`config.mk`:
```
export PLATFORM = sky130hd
export DESIGN_NAME = peripheral_mpram_ahb4_master
export DESIGN_NICKNAME = d
export VERILOG_FILES = /design/src/rtl/peripheral_mpram_ahb4_pkg.sv /design/src/rtl/peripheral_mpram_ahb4_align_check.sv /design/src/rtl/peripheral_mpram_ahb4_master.sv
export SDC_FILE = /design/constraint.sdc
export NUM_CORES = 1
export LEC_CHECK = 0
export CAP_MARGIN = 20
export CORE_MARGIN = 2
export CORE_UTILIZATION = 25
export CTS_BUF_LIST = sky130_fd_sc_hd__clkbuf_4 sky130_fd_sc_hd__clkbuf_8 sky130_fd_sc_hd__clkbuf_16
export DETAILED_ROUTE_END_ITERATION = 12
export MAX_ROUTING_LAYER = met4
export SLEW_MARGIN = 20
export SYNTH_ARGS = -nofsm -noshare
export SYNTH_HDL_FRONTEND = slang
export SYNTH_HIERARCHICAL = 1
export SYNTH_SLANG_ARGS = --single-unit
```
`constraint.sdc`:
```
create_clock -name HCLK -period 2.39 [get_ports HCLK]
set_input_delay 0.239 -clock HCLK [delete_from_list [all_inputs] [get_ports HCLK]]
set_output_delay 0.239 -clock HCLK [all_outputs]
set_load 0.01 [all_outputs]
```
`src/rtl/peripheral_mpram_ahb4_pkg.sv`:
```
// Shared AHB-Lite codes, pipeline slot layouts and error-sequence states
// for the per-core multi-port RAM master.
package peripheral_mpram_ahb4_pkg;

    localparam logic [1:0] HTRANS_IDLE   = 2'b00;
    localparam logic [1:0] HTRANS_NONSEQ = 2'b10;

    localparam logic [2:0] HBURST_SINGLE = 3'b000;

    localparam logic [2:0] HSIZE_B8    = 3'd0;
    localparam logic [2:0] HSIZE_B16   = 3'd1;
    localparam logic [2:0] HSIZE_B32   = 3'd2;
    localparam logic [2:0] HSIZE_B64   = 3'd3;
    localparam logic [2:0] HSIZE_B128  = 3'd4;
    localparam logic [2:0] HSIZE_B256  = 3'd5;
    localparam logic [2:0] HSIZE_B512  = 3'd6;
    localparam logic [2:0] HSIZE_B1024 = 3'd7;

    // RUN: normal pipelining; ERR1/ERR2: second cycle of a slave ERROR and
    // the cycle that flushes the cancelled address-phase entry.
    typedef enum logic [1:0] {
        ST_RUN  = 2'd0,
        ST_ERR1 = 2'd1,
        ST_ERR2 = 2'd2
    } fsm_state_t;

    // Address-phase slot control (addr/wdata live beside it, sized by XLEN/PLEN).
    typedef struct packed {
        logic       valid;
        logic       write;
        logic [2:0] size;
        logic       lerr;
    } a_slot_t;

    // Data-phase slot control: size is no longer needed once on the data bus.
    typedef struct packed {
        logic valid;
        logic write;
        logic lerr;
    } d_slot_t;

    // Widest legal HSIZE for a data bus of xlen bits.
    function automatic logic [2:0] max_hsize(input int xlen);
        case (xlen)
            8:       return HSIZE_B8;
            16:      return HSIZE_B16;
            32:      return HSIZE_B32;
            64:      return HSIZE_B64;
            128:     return HSIZE_B128;
            256:     return HSIZE_B256;
            512:     return HSIZE_B512;
            1024:    return HSIZE_B1024;
            default: return HSIZE_B8;
        endcase
    endfunction

endpackage

```
`src/rtl/peripheral_mpram_ahb4_align_check.sv`:
```
// Flags a request that cannot go on the bus: address not a multiple of the
// transfer size, or a size wider than the data bus.
module peripheral_mpram_ahb4_align_check
    import peripheral_mpram_ahb4_pkg::*;
#(
    parameter int XLEN = 64
) (
    input  logic [6:0] addr_lsb,
    input  logic [2:0] size,
    output logic       misaligned
);

    localparam logic [2:0] MAX_SIZE = max_hsize(XLEN);

    logic [6:0] lane_mask;

    // Low address bits that must be zero for this size, then the check itself.
    always_comb begin
        lane_mask  = 7'((8'd1 << size) - 8'd1);
        misaligned = (size > MAX_SIZE) | (|(addr_lsb & lane_mask));
    end

endmodule

```
`src/rtl/peripheral_mpram_ahb4_master.sv`:
```
// Per-core AHB-Lite master: valid/ready requests in, in-order response
// pulses out, single NONSEQ transfers pipelined through an address slot (A)
// and a data slot (D).
//
// Handshake: a request transfers on a rising HCLK edge where
// req_valid & req_ready; req_valid/fields must stay stable until then.
// rsp_valid is a one-cycle pulse with no backpressure.
module peripheral_mpram_ahb4_master
    import peripheral_mpram_ahb4_pkg::*;
#(
    parameter int         XLEN      = 64,
    parameter int         PLEN      = 64,
    parameter logic [3:0] HPROT_VAL = 4'b0011
) (
    input  logic            HCLK,
    input  logic            HRESET,
    input  logic            req_valid,
    output logic            req_ready,
    input  logic            req_write,
    input  logic [PLEN-1:0] req_addr,
    input  logic [2:0]      req_size,
    input  logic [XLEN-1:0] req_wdata,
    output logic            rsp_valid,
    output logic [XLEN-1:0] rsp_rdata,
    output logic            rsp_err,
    output logic            HSEL,
    output logic [PLEN-1:0] HADDR,
    output logic [XLEN-1:0] HWDATA,
    input  logic [XLEN-1:0] HRDATA,
    output logic            HWRITE,
    output logic [2:0]      HSIZE,
    output logic [2:0]      HBURST,
    output logic [3:0]      HPROT,
    output logic [1:0]      HTRANS,
    output logic            HMASTLOCK,
    input  logic            HREADYOUT,
    output logic            HREADY,
    input  logic            HRESP,
    output fsm_state_t      dbg_state
);

    fsm_state_t      state_q, state_d;
    a_slot_t         a_q, a_d;
    d_slot_t         d_q, d_d;
    logic [PLEN-1:0] a_addr_q;
    logic [XLEN-1:0] a_wdata_q, d_wdata_q;
    logic [1:0]      htrans_q, htrans_d;
    logic            rsp_valid_q, rsp_err_q;
    logic [XLEN-1:0] rsp_rdata_q;
    logic            new_mis, accept, shift_run, shift_err, retire;

    peripheral_mpram_ahb4_align_check #(.XLEN(XLEN)) u_align (
        .addr_lsb   (req_addr[6:0]),
        .size       (req_size),
        .misaligned (new_mis)
    );

    assign accept = req_valid & req_ready;
    assign retire = shift_run | shift_err;

    // FSM state register.
    always_ff @(posedge HCLK) begin
        if (HRESET) state_q <= ST_RUN;
        else        state_q <= state_d;
    end

    // FSM next state: a stalled ERROR on the data phase starts the flush.
    always_comb begin
        state_d = state_q;
        case (state_q)
            ST_RUN:  if (d_q.valid && HRESP && !HREADYOUT) state_d = ST_ERR1;
            ST_ERR1: state_d = ST_ERR2;
            ST_ERR2: state_d = ST_RUN;
            default: state_d = ST_RUN;
        endcase
    end

    // FSM outputs: RUN advances on HREADYOUT, error states advance every cycle.
    always_comb begin
        req_ready = 1'b0;
        shift_run = 1'b0;
        shift_err = 1'b0;
        case (state_q)
            ST_RUN: begin
                req_ready = HREADYOUT;
                shift_run = HREADYOUT;
            end
            ST_ERR1, ST_ERR2: shift_err = 1'b1;
            default: ;
        endcase
    end

    // Next slot contents; during the flush A empties and its entry becomes a cancelled D.
    always_comb begin
        a_d = a_q;
        if (shift_run) begin
            if (accept) a_d = '{valid: 1'b1, write: req_write, size: req_size, lerr: new_mis};
            else        a_d.valid = 1'b0;
        end else if (shift_err) begin
            a_d.valid = 1'b0;
        end
        d_d = '{valid: a_q.valid, write: a_q.write, lerr: a_q.lerr | shift_err};
        htrans_d = (a_d.valid && !a_d.lerr && state_d == ST_RUN) ? HTRANS_NONSEQ : HTRANS_IDLE;
    end

    // Pipeline slots, bus address/data registers and the response pulse.
    always_ff @(posedge HCLK) begin
        if (HRESET) begin
            a_q         <= '0;
            d_q         <= '0;
            a_addr_q    <= '0;
            a_wdata_q   <= '0;
            d_wdata_q   <= '0;
            htrans_q    <= HTRANS_IDLE;
            rsp_valid_q <= 1'b0;
            rsp_err_q   <= 1'b0;
            rsp_rdata_q <= '0;
        end else begin
            a_q      <= a_d;
            htrans_q <= htrans_d;
            if (shift_run && accept) begin
                a_addr_q  <= req_addr;
                a_wdata_q <= req_wdata;
            end
            if (retire) begin
                d_q       <= d_d;
                d_wdata_q <= a_wdata_q;
            end
            rsp_valid_q <= retire & d_q.valid;
            rsp_err_q   <= retire & d_q.valid & (shift_err | d_q.lerr | HRESP);
            rsp_rdata_q <= (shift_run && d_q.valid && !d_q.write && !d_q.lerr && !HRESP)
                           ? HRDATA : '0;
        end
    end

    assign rsp_valid = rsp_valid_q;
    assign rsp_err   = rsp_err_q;
    assign rsp_rdata = rsp_rdata_q;
    assign HTRANS    = htrans_q;
    assign HSEL      = (htrans_q != HTRANS_IDLE);
    assign HADDR     = a_addr_q;
    assign HWRITE    = a_q.write;
    assign HSIZE     = a_q.size;
    assign HWDATA    = d_wdata_q;
    assign HBURST    = HBURST_SINGLE;
    assign HPROT     = HPROT_VAL;
    assign HMASTLOCK = 1'b0;
    assign HREADY    = HREADYOUT;
    assign dbg_state = state_q;

endmodule
```
==> run summary, run 1 <==
Crit Path Class: in -> reg
Simple-gate share of the synthesized area: 22.7%
Most common cell after layout, fill and taps aside: clkdlybuf4s50_1
TritonCTS clock tree: yes
Compound-Gate Fraction of Synth Area: 11.7%
Post-DP HPWL: 20.4 mm
CTS root buffer: clkbuf_16
Fin crit share: 83.9%
Later-pin clock latency in the skew report: 570 ps
Die area: 37500 um2
Max-cap check violation count: 0
GRT Overall Usage: 15.7%
Post-Syn Area per Cell: 8.51 um2
Critical Path AT: 2490 ps
Max Clk Rate: 0.499 GHz
Post-Syn Instances: 1056
Worst IR drop on VDD: 0.000565 V
Initial core utilization: 25.3%
Antenna viol nets, final: 0
Reg clk slew, reported paths: 60 ps
Post-synth ARST share: 0%
Combinational family with the most area after synthesis: simple AND/OR/NAND/NOR gates
Critical Path RT: 2870 ps
Fin util: 41.2%
FF/Latch Area: 5410 um2
Post-synthesis mux area share: 0.125%
Worst Tran Pin Value: 691 ps
H-tree depth: 1
Vias in the first global route: 8289
Share of cells above drive strength 1: 5.97%
DIE HEIGHT: 194 um
Netlist Area Pre-Place: 8980 um2
I/O Pins: 414
Rows: 69
Setup bufs post-CTS: 0
Final slew viol count: 0
Largest net degree at the start of global routing: 131
Final instance area: 14600 um2
Post-synthesis xor/xnor area fraction: 0%
Setup crit end kind: register
DR vias: 8230
Grt total ovfl: 0
Startpoint Class: primary input
Area Growth Syn to Fin: 62.7%
Clock share of power: 46.5%
Crit-path max FO: 2
Top cell type's share of synthesized area: 60.2%
Routed WL per cell: 15.4 um
Min Tclk post-route: 2010 ps
P per Cell Area: 732 nW/um2
Num Clock Sinks: 270
Final hold viol count: 0
YS warnings: 6
Leak pwr: 5.31 nW
Die outline width: 194 um
Multi-input gate area: 3220 um2
Commonest cells after routing, fill and taps aside: clkdlybuf4s50_1 (402), nand2_1 (399), dfxtp_1 (270)
Fraction of the yosys area taken by sequential cells: 60.2%
Worst hold slack: 209 ps
Cell Area, Placed: 13500 um2
Gpl congestion: 0.789
Net Switching: 2.42 mW
Logic pwr share: 9.4%
DRC violations left: 0
Status: finished clean
RSZ-0062 raised after global routing: false
Net Sw Frac: 22.7%
Layout Skew: 24.9 ps
Vias per cell: 4.29
Core Footprint: 35500 um2
Distinct cells, synth: 33
Most used DFF post-synth: dfxtp_1
HP Class: in -> reg
Initial DRC Count: 274
Setup Slack @ Placement: -205 ps
Synthesized flop and latch total: 270
First-pass GRT wire length: 45.9 mm
Max transition margin: 53.9%
Fin nets: 1636
Max Buffers Root-to-Sink: 3
Final setup fails: 0
Internal power: 8.27 mW
Number of synthesized flops with an enable pin: 0
Leading area contributor after synthesis: dfxtp_1
PnR worst setup slack: 384 ps
DRT Wirelength: 29.6 mm
Initial antenna violation count: 2
Area contributors post-synth: dfxtp_1 (60%), nand2_1 (17%), a21oi_1 (11%)
Post-Synth Adder-Cell Area: 0.418%
Number of CTS-inserted buffers: 31
Layout fillers: 3527
Drt pass-1 iters: 4
I/O Buffers: 404
Tot Pwr: 10.7 mW
Sequential Power Share: 44.0%
[critical path, stage by stage]
cell             delay [ps]
clkdlybuf4s50_1         420
or3_4                   400
ha_1                    300
clkinvlp_2               80
a211o_1                 290
a221o_1                 260
mux2_2                  270
nor4_1                  220
[cells by family after synthesis]
group / Yosys count
AOI/OAI and AO/OA: 207
buffers and inverters: 90
and+or+nand+nor: 483
muxes: 1
other: 2
adders and majority gates: 3
DFF: 270
[metal layers]
layer  up-vias  wire, um  GRT usage [%]
met3        43      2480           5.20
met1      3786     12000           17.3
li1       4093         -              -
met4         0       700           4.21
met2       308     14400           27.1
met5         -         0              -
[registers in the layout, summed over array words and instances (netlist names)]
signal	cells
a_wdata_q	64
rsp_err	1
HTRANS	1
rsp_valid	1
HSIZE	3
HWDATA	64
HWRITE	1
HADDR	64
dbg_state	2
d_q	3
rsp_rdata	64
a_q	2
[Yosys cell counts, types with 2 or more instances]
cell and n:
nand2_1 399, dfxtp_1 270, a21oi_1 201, and2_1 65
clkbuf_1 39, buf_2 24, buf_4 14, clkbuf_2 6
nor2_1 5, buf_1 3, ha_1 3, inv_1 3
and3_1 2, conb_1 2, nor2b_1 2
[final cells by class]
class | instances | area share (%)
inverter | 4 | 0.111
multi-input combinational | 703 | 22.0
timing repair buffer | 422 | 29.4
sequential | 270 | 37.0
antenna | 2 | 0.0342
tap | 461 | 3.95
clock buffer | 46 | 6.51
clock inverter | 12 | 0.993
[power groups by stage]
stage,Sequential [mW],Combinational (mW),Clock (mW)
2_1_floorplan,4.84,0.345,0
3_3_place_gp,4.80,1.02,0
3_5_place_dp,4.81,1.02,0
4_1_cts,4.71,1.03,5.13
5_1_grt,4.72,1.10,5.30
6_report,4.71,1.01,4.97
[repair_timing]
action | in CTS | in global routing
endpoints found under the setup margin | 1 | 1
resized for setup | 2 | 1
gates cloned | 0 | 0
pin swaps | 0 | 0
hold buffers | 1 | 0
endpoints found under the hold margin | 12 | 0
[through the flow]
step	setup TNS [ps]	instances
2_1_floorplan	0	1063
3_3_place_gp	-287	1859
3_5_place_dp	-355	1859
4_1_cts	0	1918
5_1_grt	0	1920
6_report	0	1920
[final timing paths]
path	slack (ps)	from	to	cells after the start
worst min-delay path	210	req_wdata[2]	a_wdata_q[2]	3
worst max register to register	670	dbg_state[0]	rsp_rdata[47]	6
worst max-delay path	380	req_size[2]	HTRANS[1]	8
worst min register to register	450	HWDATA[50]	HWDATA[50]	2
Note: power is estimated with default switching activity, not from simulation.
==> inputs of run 2 (changes only) <==
==> constraint.sdc (replaced) <==
create_clock -name HCLK -period 1.7 [get_ports HCLK]
set_input_delay 0.17 -clock HCLK [delete_from_list [all_inputs] [get_ports HCLK]]
set_output_delay 0.17 -clock HCLK [all_outputs]
set_load 0.01 [all_outputs]
==> run summary, run 2 (synthesized netlist as in run 1, its figures left out) <==
R2R Setup Slk: 150 ps
Met1 wire length: 12.5 mm
Clock share of power: 44.8%
GRT Overall Usage: 15.5%
Final instance area: 14800 um2
Layout Skew: 15.6 ps
Die area: 37500 um2
DR vias: 8313
Max-cap check violation count: 0
Drt pass-1 iters: 4
Share of cells above drive strength 1: 7.28%
CP cell instances: dlygate4sd2_1 -> or3_4 -> ha_4 -> clkinvlp_2 -> a211o_1 -> a221o_1 -> mux2_4 -> nor2b_1
Met3 Wirelength: 2.25 mm
Internal power: 11.3 mW
Slowest cell on the critical path: or3_4
Worst r2r dst: HTRANS[1]
I/O Buffers: 404
Met2 wire length: 14.2 mm
Min Tclk post-route: 1650 ps
Net Sw Frac: 22.8%
Setup crit end kind: register
Worst r2r path cells: 6
Gpl congestion: 0.788
Worst IR drop on VDD: 0.000804 V
Fin crit share: 97.0%
H-tree depth: 1
Number of CTS-inserted buffers: 30
Reg clk slew, reported paths: 60 ps
Max transition margin: 65.7%
Final slew viol count: 0
Area Growth Syn to Fin: 64.4%
Cell family with most CP delay: simple AND/OR/NAND/NOR gates
Commonest cells after routing, fill and taps aside: nand2_1 (398), clkdlybuf4s50_1 (375), dfxtp_1 (268)
Core Footprint: 35500 um2
Initial DRC Count: 294
CP Launch Point: req_size[1]
Max Clk Rate: 0.606 GHz
Fin nets: 1652
DRT Wirelength: 29.9 mm
Final hold viol count: 0
Slowest stage delay, CP: 400 ps
Num Clock Sinks: 270
Critical Path RT: 2140 ps
Vias in the first global route: 8302
Crit-path max FO: 2
Net Switching: 3.33 mW
TritonCTS clock tree: yes
Fin util: 41.6%
Cell Area, Placed: 13600 um2
Post-DP HPWL: 20.4 mm
Leak pwr: 5.69 nW
Initial core utilization: 25.3%
Final setup fails: 0
Max Buffers Root-to-Sink: 3
Stages on worst setup path: 8
End point of the critical path: a_q[0]
First-pass GRT wire length: 45.2 mm
RSZ-0062 raised after global routing: false
Sequential Power Share: 45.2%
Startpoint Class: primary input
CTS root buffer: clkbuf_16
P per Cell Area: 992 nW/um2
Status: finished clean
Later-pin clock latency in the skew report: 570 ps
I/O Pins: 414
Crit Path Class: in -> reg
HP Class: in -> reg
Vias per cell: 4.31
Tot Pwr: 14.6 mW
Largest net degree at the start of global routing: 103
DRC violations left: 0
DR top layer: met4
DIE HEIGHT: 194 um
Die outline width: 194 um
Most common cell after layout, fill and taps aside: nand2_1
Worst Tran Pin Value: 515 ps
Critical Path AT: 2090 ps
Antenna viol nets, final: 0
RR Startpoint: dbg_state[0]
Initial antenna violation count: 1
Rows: 69
Grt total ovfl: 0
Logic pwr share: 10.0%
Bufs and invs on worst path: 2
Routed WL per cell: 15.5 um
-- run 2: layout make-up --
| class | instances | area, um2 |
|---|---|---|
| timing repair buffer | 439 | 4520 |
| inverter | 4 | 16.3 |
| fill | 3556 | 20700 |
| clock inverter | 7 | 96.3 |
| antenna | 1 | 2.50 |
| multi-input combinational | 703 | 3240 |
| sequential | 270 | 5410 |
| clock buffer | 46 | 908 |
| tap | 461 | 577 |
-- run 2: worst min path at each step --
stage	startpoint	to	slack [ps]	cells after the start
after floorplan	HRDATA[0]	rsp_rdata[0]	290	1
after global placement	HWDATA[53]	HWDATA[53]	440	2
after detailed placement	HWDATA[7]	HWDATA[7]	440	2
after CTS	req_wdata[19]	a_wdata_q[19]	110	3
after global routing	req_wdata[15]	a_wdata_q[15]	130	3
final	req_wdata[19]	a_wdata_q[19]	150	3
-- run 2: power by group through the flow --
| stage | Clock, mW | Combinational, mW | Sequential [mW] |
|---|---|---|---|
| 2_1_floorplan | 0 | 0.489 | 6.80 |
| 3_3_place_gp | 0 | 1.46 | 6.75 |
| 3_5_place_dp | 0 | 1.47 | 6.76 |
| 4_1_cts | 6.82 | 1.47 | 6.62 |
| 5_1_grt | 7.06 | 1.60 | 6.64 |
| 6_report | 6.56 | 1.47 | 6.62 |
-- run 2: worst register-to-register path, stage by stage, from the launching register on --
cell     delay (ps)
dfxtp_1         340
inv_2            50
ha_4            170
buf_6           130
and4b_1         180
or3_1           400
nor4_2          210
-- run 2: metal layers --
layer | global-route usage [%] | vias up
met3 | 4.92 | 58
met4 | 5.32 | 0
met5 | - | -
met1 | 17.8 | 3799
met2 | 25.4 | 323
li1 | - | 4133
-- run 2: per-stage QoR --
| step | hold slack (ps) | setup WS [ps] | setup TNS [ps] | std cells |
|---|---|---|---|---|
| 6_report | 153 | 50.4 | 0 | 1931 |
| 5_1_grt | 132 | 0.0963 | 0 | 1930 |
| 4_1_cts | 115 | 0.484 | 0 | 1928 |
| 3_5_place_dp | 444 | -721 | -7860 | 1874 |
| 3_3_place_gp | 439 | -674 | -5640 | 1874 |
| 2_1_floorplan | 292 | -182 | -339 | 1063 |
-- run 2: repair_timing --
action / CTS / global route
resized for setup: 24 / 19
endpoints found under the setup margin: 18 / 75
buffers inserted: 0 / 1
hold endpoints to repair: 14 / 0
hold buffers: 1 / 0
pin swaps: 1 / 2
gates cloned: 0 / 2
